## src/rtl/pipe_ctrl_pkg.sv

```systemverilog
// Shared definitions for the pipeline sequencing controller and the PSR datapath.
package pipe_ctrl_pkg;

   localparam int unsigned STAGES_DEF   = 3;
   localparam int unsigned REG_BITS_DEF = 4;
   localparam int unsigned N_SRC        = 2;

   typedef enum logic [2:0] {
      IDLE  = 3'd0,
      LOAD  = 3'd1,
      IMM   = 3'd2,
      SHIFT = 3'd3,
      FLUSH = 3'd4
   } state_t;

endpackage

```

## src/rtl/pipe_ctrl_if.sv

```systemverilog
// Control bundle between the sequencing controller (master) and the PSR datapath (slave).
interface pipe_ctrl_if
   import pipe_ctrl_pkg::*;
#(
   parameter int unsigned STAGES   = STAGES_DEF,
   parameter int unsigned REG_BITS = REG_BITS_DEF
);

   logic                         run;
   logic                         two_word;
   logic [N_SRC*REG_BITS-1:0]    src_addr;
   logic [N_SRC-1:0]             src_vld;
   logic [STAGES*REG_BITS-1:0]   dst_addr;
   logic [STAGES-1:0]            dst_wr;
   logic                         branch_taken;
   logic [STAGES-1:0]            c_left;
   logic [STAGES-1:0]            c_right;
   logic                         ld_ri;
   logic [STAGES-1:0]            bubble;
   logic                         psr_clr_n;
   logic                         pc_en;
   logic                         stall;

   modport master (
      input  run, two_word, src_addr, src_vld, dst_addr, dst_wr, branch_taken,
      output c_left, c_right, ld_ri, bubble, psr_clr_n, pc_en, stall
   );

   modport slave (
      output run, two_word, src_addr, src_vld, dst_addr, dst_wr, branch_taken,
      input  c_left, c_right, ld_ri, bubble, psr_clr_n, pc_en, stall
   );

endinterface

```

## src/rtl/pipe_ctrl_hazard_cmp.sv

```systemverilog
// Read-after-write detector: flags a source operand still pending in PSR 1..STAGES-1.
module hazard_cmp
   import pipe_ctrl_pkg::*;
#(
   parameter int unsigned STAGES   = STAGES_DEF,
   parameter int unsigned REG_BITS = REG_BITS_DEF
) (
   input  logic [N_SRC*REG_BITS-1:0]  src_addr,
   input  logic [N_SRC-1:0]           src_vld,
   input  logic [STAGES*REG_BITS-1:0] dst_addr,
   input  logic [STAGES-1:0]          dst_wr,
   output logic                       hazard
);

   // PSR0 is excluded: its destination is written back before the new operand is read.
   always_comb begin
      hazard = 1'b0;
      for (int unsigned k = 1; k < STAGES; k++) begin
         for (int unsigned i = 0; i < N_SRC; i++) begin
            if (src_vld[i] && dst_wr[k] &&
                (src_addr[i*REG_BITS +: REG_BITS] == dst_addr[k*REG_BITS +: REG_BITS]))
               hazard = 1'b1;
         end
      end
   end

endmodule

```

## src/rtl/pipe_ctrl.sv

```systemverilog
// Pipeline sequencing controller: two-phase load/shift, Ri load, RAW stall, branch flush.
module pipe_ctrl
   import pipe_ctrl_pkg::*;
#(
   parameter int unsigned STAGES   = STAGES_DEF,
   parameter int unsigned REG_BITS = REG_BITS_DEF
) (
   input  logic        clk,
   input  logic        clr,
   pipe_ctrl_if.master bus
);

   state_t             state, state_nxt;
   logic               flush_done, flush_done_nxt;
   logic               hazard;
   logic               psr_clr_q;
   logic [STAGES-1:0]  c_left, c_right, bubble;
   logic               ld_ri, pc_en, stall;

   hazard_cmp #(.STAGES(STAGES), .REG_BITS(REG_BITS)) u_hazard (
      .src_addr (bus.src_addr),
      .src_vld  (bus.src_vld),
      .dst_addr (bus.dst_addr),
      .dst_wr   (bus.dst_wr),
      .hazard   (hazard)
   );

   // State, flush marker and PSR clear register; clr forces IDLE from any state.
   always_ff @(posedge clk) begin
      psr_clr_q <= ~clr;
      if (clr) begin
         state      <= IDLE;
         flush_done <= 1'b0;
      end else begin
         state      <= state_nxt;
         flush_done <= flush_done_nxt;
      end
   end

   // Next-state and strobe decode from the registered state (plus hazard in LOAD).
   always_comb begin
      state_nxt      = state;
      flush_done_nxt = flush_done;
      c_left         = '0;
      c_right        = '0;
      bubble         = '0;
      ld_ri          = 1'b0;
      pc_en          = 1'b0;
      stall          = 1'b0;
      case (state)
         IDLE: begin
            if (bus.run) state_nxt = LOAD;
         end
         LOAD: begin
            c_left = '1;
            if (hazard) begin
               c_left[0] = 1'b0;
               bubble[1] = 1'b1;
               stall     = 1'b1;
               state_nxt = SHIFT;
            end else begin
               pc_en     = 1'b1;
               state_nxt = bus.two_word ? IMM : SHIFT;
            end
         end
         IMM: begin
            ld_ri     = 1'b1;
            pc_en     = 1'b1;
            state_nxt = SHIFT;
         end
         SHIFT: begin
            c_right        = '1;
            flush_done_nxt = 1'b0;
            if (bus.branch_taken && !flush_done) state_nxt = FLUSH;
            else if (bus.run)                    state_nxt = LOAD;
            else                                 state_nxt = IDLE;
         end
         FLUSH: begin
            bubble[0]      = 1'b1;
            bubble[1]      = 1'b1;
            pc_en          = 1'b1;
            flush_done_nxt = 1'b1;
            state_nxt      = SHIFT;
         end
         default: state_nxt = IDLE;
      endcase
   end

   assign bus.c_left    = c_left;
   assign bus.c_right   = c_right;
   assign bus.bubble    = bubble;
   assign bus.ld_ri     = ld_ri;
   assign bus.pc_en     = pc_en;
   assign bus.stall     = stall;
   assign bus.psr_clr_n = psr_clr_q;

endmodule

```

## src/flat_wrapper.sv

```systemverilog
// flat-port wrapper written by rule: the top's interface ports become plain ports
module pipe_ctrl_flat import pipe_ctrl_pkg::*;
#(
   parameter int unsigned STAGES   = STAGES_DEF,
   parameter int unsigned REG_BITS = REG_BITS_DEF
)
  (clk, clr, bus_run, bus_two_word, bus_src_addr, bus_src_vld, bus_dst_addr, bus_dst_wr, bus_branch_taken, bus_c_left, bus_c_right, bus_ld_ri, bus_bubble, bus_psr_clr_n, bus_pc_en, bus_stall);
  pipe_ctrl_if #(.STAGES(STAGES), .REG_BITS(REG_BITS)) bus_i ();
  input  logic clk;
  input  logic clr;
  input wire logic [$bits(bus_i.run)-1:0] bus_run;
  input wire logic [$bits(bus_i.two_word)-1:0] bus_two_word;
  input wire logic [$bits(bus_i.src_addr)-1:0] bus_src_addr;
  input wire logic [$bits(bus_i.src_vld)-1:0] bus_src_vld;
  input wire logic [$bits(bus_i.dst_addr)-1:0] bus_dst_addr;
  input wire logic [$bits(bus_i.dst_wr)-1:0] bus_dst_wr;
  input wire logic [$bits(bus_i.branch_taken)-1:0] bus_branch_taken;
  output wire logic [$bits(bus_i.c_left)-1:0] bus_c_left;
  output wire logic [$bits(bus_i.c_right)-1:0] bus_c_right;
  output wire logic [$bits(bus_i.ld_ri)-1:0] bus_ld_ri;
  output wire logic [$bits(bus_i.bubble)-1:0] bus_bubble;
  output wire logic [$bits(bus_i.psr_clr_n)-1:0] bus_psr_clr_n;
  output wire logic [$bits(bus_i.pc_en)-1:0] bus_pc_en;
  output wire logic [$bits(bus_i.stall)-1:0] bus_stall;
  assign bus_i.run = bus_run;
  assign bus_i.two_word = bus_two_word;
  assign bus_i.src_addr = bus_src_addr;
  assign bus_i.src_vld = bus_src_vld;
  assign bus_i.dst_addr = bus_dst_addr;
  assign bus_i.dst_wr = bus_dst_wr;
  assign bus_i.branch_taken = bus_branch_taken;
  assign bus_c_left = bus_i.c_left;
  assign bus_c_right = bus_i.c_right;
  assign bus_ld_ri = bus_i.ld_ri;
  assign bus_bubble = bus_i.bubble;
  assign bus_psr_clr_n = bus_i.psr_clr_n;
  assign bus_pc_en = bus_i.pc_en;
  assign bus_stall = bus_i.stall;
  pipe_ctrl #(.STAGES(STAGES), .REG_BITS(REG_BITS)) u_core (.clk(clk), .clr(clr), .bus(bus_i));
endmodule
```

## config.mk

```make
export PLATFORM = sky130hd
export DESIGN_NAME = pipe_ctrl_flat
export DESIGN_NICKNAME = d
export VERILOG_FILES = /design/src/rtl/pipe_ctrl_pkg.sv /design/src/rtl/pipe_ctrl_if.sv /design/src/rtl/pipe_ctrl_hazard_cmp.sv /design/src/rtl/pipe_ctrl.sv /design/src/flat_wrapper.sv
export SDC_FILE = /design/constraint.sdc
export NUM_CORES = 1
export LEC_CHECK = 0
export ABC_AREA = 1
export BUFFER_PORTS_ARGS = -buffer_cell sky130_fd_sc_hd__buf_2
export CAP_MARGIN = 15
export CELL_PAD_IN_SITES_DETAIL_PLACEMENT = 2
export CELL_PAD_IN_SITES_GLOBAL_PLACEMENT = 2
export CORE_ASPECT_RATIO = 0.7
export CORE_MARGIN = 5
export CORE_UTILIZATION = 15
export DETAILED_ROUTE_END_ITERATION = 7
export PLACE_DENSITY_LB_ADDON = 0.1
export SKIP_LAST_GASP = 1
export SYNTH_ARGS = -nofsm -noshare
export SYNTH_HDL_FRONTEND = slang
export SYNTH_HIERARCHICAL = 1
export SYNTH_SLANG_ARGS = --single-unit
```

## constraint.sdc

```tcl
create_clock -name clk -period 0.9 [get_ports clk]
set_clock_uncertainty 0.05 [all_clocks]
set_input_delay 0.09 -clock clk [delete_from_list [all_inputs] [get_ports clk]]
set_output_delay 0.09 -clock clk [all_outputs]
set_load 0.005 [all_outputs]
```

==> impl_metrics.py <==
metrics = {
    "routing": {
        "drtIter0Drc": 18,
        "final_antenna_net_count": 0,
        "vias": 912,
        "drc": 0,
        "dr.pass1.iters": 4,
        "wire_per_inst_um": 13.2,
        "routed_via_density": 3.93,
        "routed_wl_um": 3060,
    },
    "finish": {
        "utilization_pct": 28.4,
        "nNetsFinal": 211,
        "num_antenna_cells": 0,
        "instances_no_fill": 232,
        "area_growth_pct": 80.1,
        "stdcell_area_um2": 1130,
        "drive_gt1_share_pct": 46.1,
    },
    "outcome": {
        "violations": "negative setup slack",
        "status": "complete, but fails checks",
    },
    "grt": {
        "antenna_found_initial": 0,
        "grt_max_degree": 7,
        "first_global_vias": 998,
        "track_usage_pct": 10.9,
        "grt_pass1_wl_um": 4730,
        "grt_overflow_total": 0,
    },
    "synth": {
        "yosysTopAreaCell": "nand2_1",
        "synth.distinct_cells": 16,
        "synth_most_common_cell": "nand2_1",
        "synth_enable_flop_cells": 0,
        "synthesis.area_um2": 629,
        "yosysTopAreaCellShare_pct": 28.0,
        "yosys-top-cells-count": "47 x nand2_1, 26 x inv_1, 17 x nor2_1",
        "synth_nets": 158,
        "netlist_instances": 128,
        "syn_avg_cell_area_um2": 4.92,
        "ys_seq_area_share_pct": 15.9,
        "ys_warn_count": 6,
        "synth_top_flop_cell": "dfxtp_1",
        "synth_area_leaders": "nand2_1 28%, dfxtp_1 16%, inv_1 16%, nor2_1 10%, buf_4 6.0%",
        "ys_async_sr_fraction_pct": 0,
        "ys_seq_elements": 5,
    },
    "sta": {
        "rsz0062_at_grt": "yes",
        "whs_ns": 0.0589,
        "finalSetupViolations": 15,
        "fin_crit_sh_pct": 143,
        "tns_ns": -4.64,
        "hold_viol": 0,
        "fmax_mhz": 775,
        "slew_viol_final": 0,
        "period_minus_slack_ns": 1.29,
        "setup_ws_ns": -0.391,
    },
    "place": {
        "place_area_um2": 910,
        "dp_hpwl_um": 2540,
        "pre_cts_ws_ns": -0.362,
        "port_buffers": 36,
        "place_congestion": 0.727,
        "numPlacedInstances": 220,
    },
    "die": {
        "die_area_um2": 5610,
        "pin_count": 43,
        "initial_core_util_pct": 15.8,
        "core-area_um2": 3990,
        "rows": 19,
        "die_w_um": 87.4,
        "die_h_um": 64.2,
    },
    "cts": {
        "h-tree-depth": 1,
        "cts_sinks": 5,
        "cts_buffer_depth": 2,
        "cts_buffers": 3,
        "clk_latency_ns": 0.22,
        "cts_tree": "built",
        "cts.hold.buffers_added": 0,
        "clockRootBuffer": "clkbuf_8",
        "clkTransAtPathRegs_ns": 0.04,
    },
    "setup_path": {
        "end_kind": "output pin",
        "crit_required_ns": 0.76,
        "path_class": "register to output pin",
        "worst_setup_path_start_kind": "register",
        "worstPathArrival_ns": 1.15,
        "crit_path_max_fanout": 4,
    },
    "flow_run": {
        "maxCapViolCount": 0,
    },
    "power_and_ir_drop": {
        "irDropWorstVdd_mv": 0.494,
        "power_mw": 1.31,
        "leakagePower_nw": 0.681,
        "power_density_nw_per_um2": 1160,
    },
    "hold_path": {
        "hold_class": "input pin to register",
    },
}
==> where the power goes <==
part           internal, mW  total, mW  switching (mW)
Combinational         0.301      0.604           0.303
Sequential            0.240      0.275          0.0351
Clock                 0.305      0.431           0.125
Total                 0.846       1.31           0.464
==> layout make-up <==
| cell class | instances | area, um^2 |
|---|---|---|
| flip-flops and latches | 5 | 111 |
| well taps | 52 | 65.1 |
| repair buffers | 53 | 345 |
| multi-input cells | 90 | 457 |
| fillers | 511 | 2860 |
| inverters | 28 | 110 |
| clock buffers | 4 | 45.0 |
==> what timing repair did <==
| action | in CTS | in global routing |
|---|---|---|
| hold endpoints to repair | 0 | 0 |
| gates resized for setup | 21 | 11 |
| pin swaps | 10 | 4 |
| endpoints found under the setup margin | 15 | 15 |
| setup buffers | 6 | 4 |
==> registers in the layout, summed over array words and instances, names as in the netlist <==
name                  cells
u_core/flush_done         1
u_core/state              3
u_core/bus.psr_clr_n      1
==> worst paths after layout <==
kind | slack (ns) | end | startpoint | depth (start not counted)
worst max register to register | -0.32 | u_core/state[0]$_SDFFE_PP0P_ | u_core/state[0]$_SDFFE_PP0P_ | 8
worst min register to register | 0.48 | u_core/flush_done$_SDFFE_PP0P_ | u_core/flush_done$_SDFFE_PP0P_ | 2
worst min-delay path | 0.06 | u_core/state[1]$_SDFFE_PP0P_ | clr | 2
worst max-delay path | -0.39 | bus_pc_en | u_core/state[0]$_SDFFE_PP0P_ | 6
==> cell usage in the layout, fill, tap and decap left out <==
| master | instances |
|---|---|
| buf_2 | 33 |
| dfxtp_1 | 2 |
| clkbuf_8 | 3 |
| nand2_4 | 2 |
| nand2_1 | 43 |
| nand3_2 | 2 |
| inv_1 | 22 |
| a211oi_2 | 1 |
| dfxtp_4 | 3 |
| o21ai_1 | 2 |
| conb_1 | 1 |
| buf_6 | 8 |
| nor2_2 | 2 |
| o21ai_2 | 3 |
| nand2_2 | 3 |
| buf_4 | 12 |
| a21oi_1 | 5 |
| inv_4 | 2 |
| nor2_1 | 16 |
| nor2_4 | 3 |
| inv_2 | 4 |
| clkbuf_1 | 1 |
| nor3_4 | 1 |
| nand3_1 | 5 |
| a21oi_2 | 1 |
==> critical path: stages, from the launching register on <==
cell,delay (ns)
dfxtp_4,0.40
nor2_4,0.06
nand2_2,0.08
inv_2,0.05
nor2_2,0.12
o21ai_2,0.08
buf_2,0.13
==> layer usage <==
layer,global-route usage (%),vias up,wire (um)
li1,-,477,-
met1,16.4,407,1610
met2,15.5,24,1290
met3,2.70,4,138
met4,2.30,0,25
met5,0,-,0
==> kinds of logic after synthesis <==
group	share of synthesized area, %
flops	15.9
compound gates	10.5
buf+inv	22.7
other cells	0.596
simple gates	50.3
No activity file was read; power rests on OpenSTA's default activity.
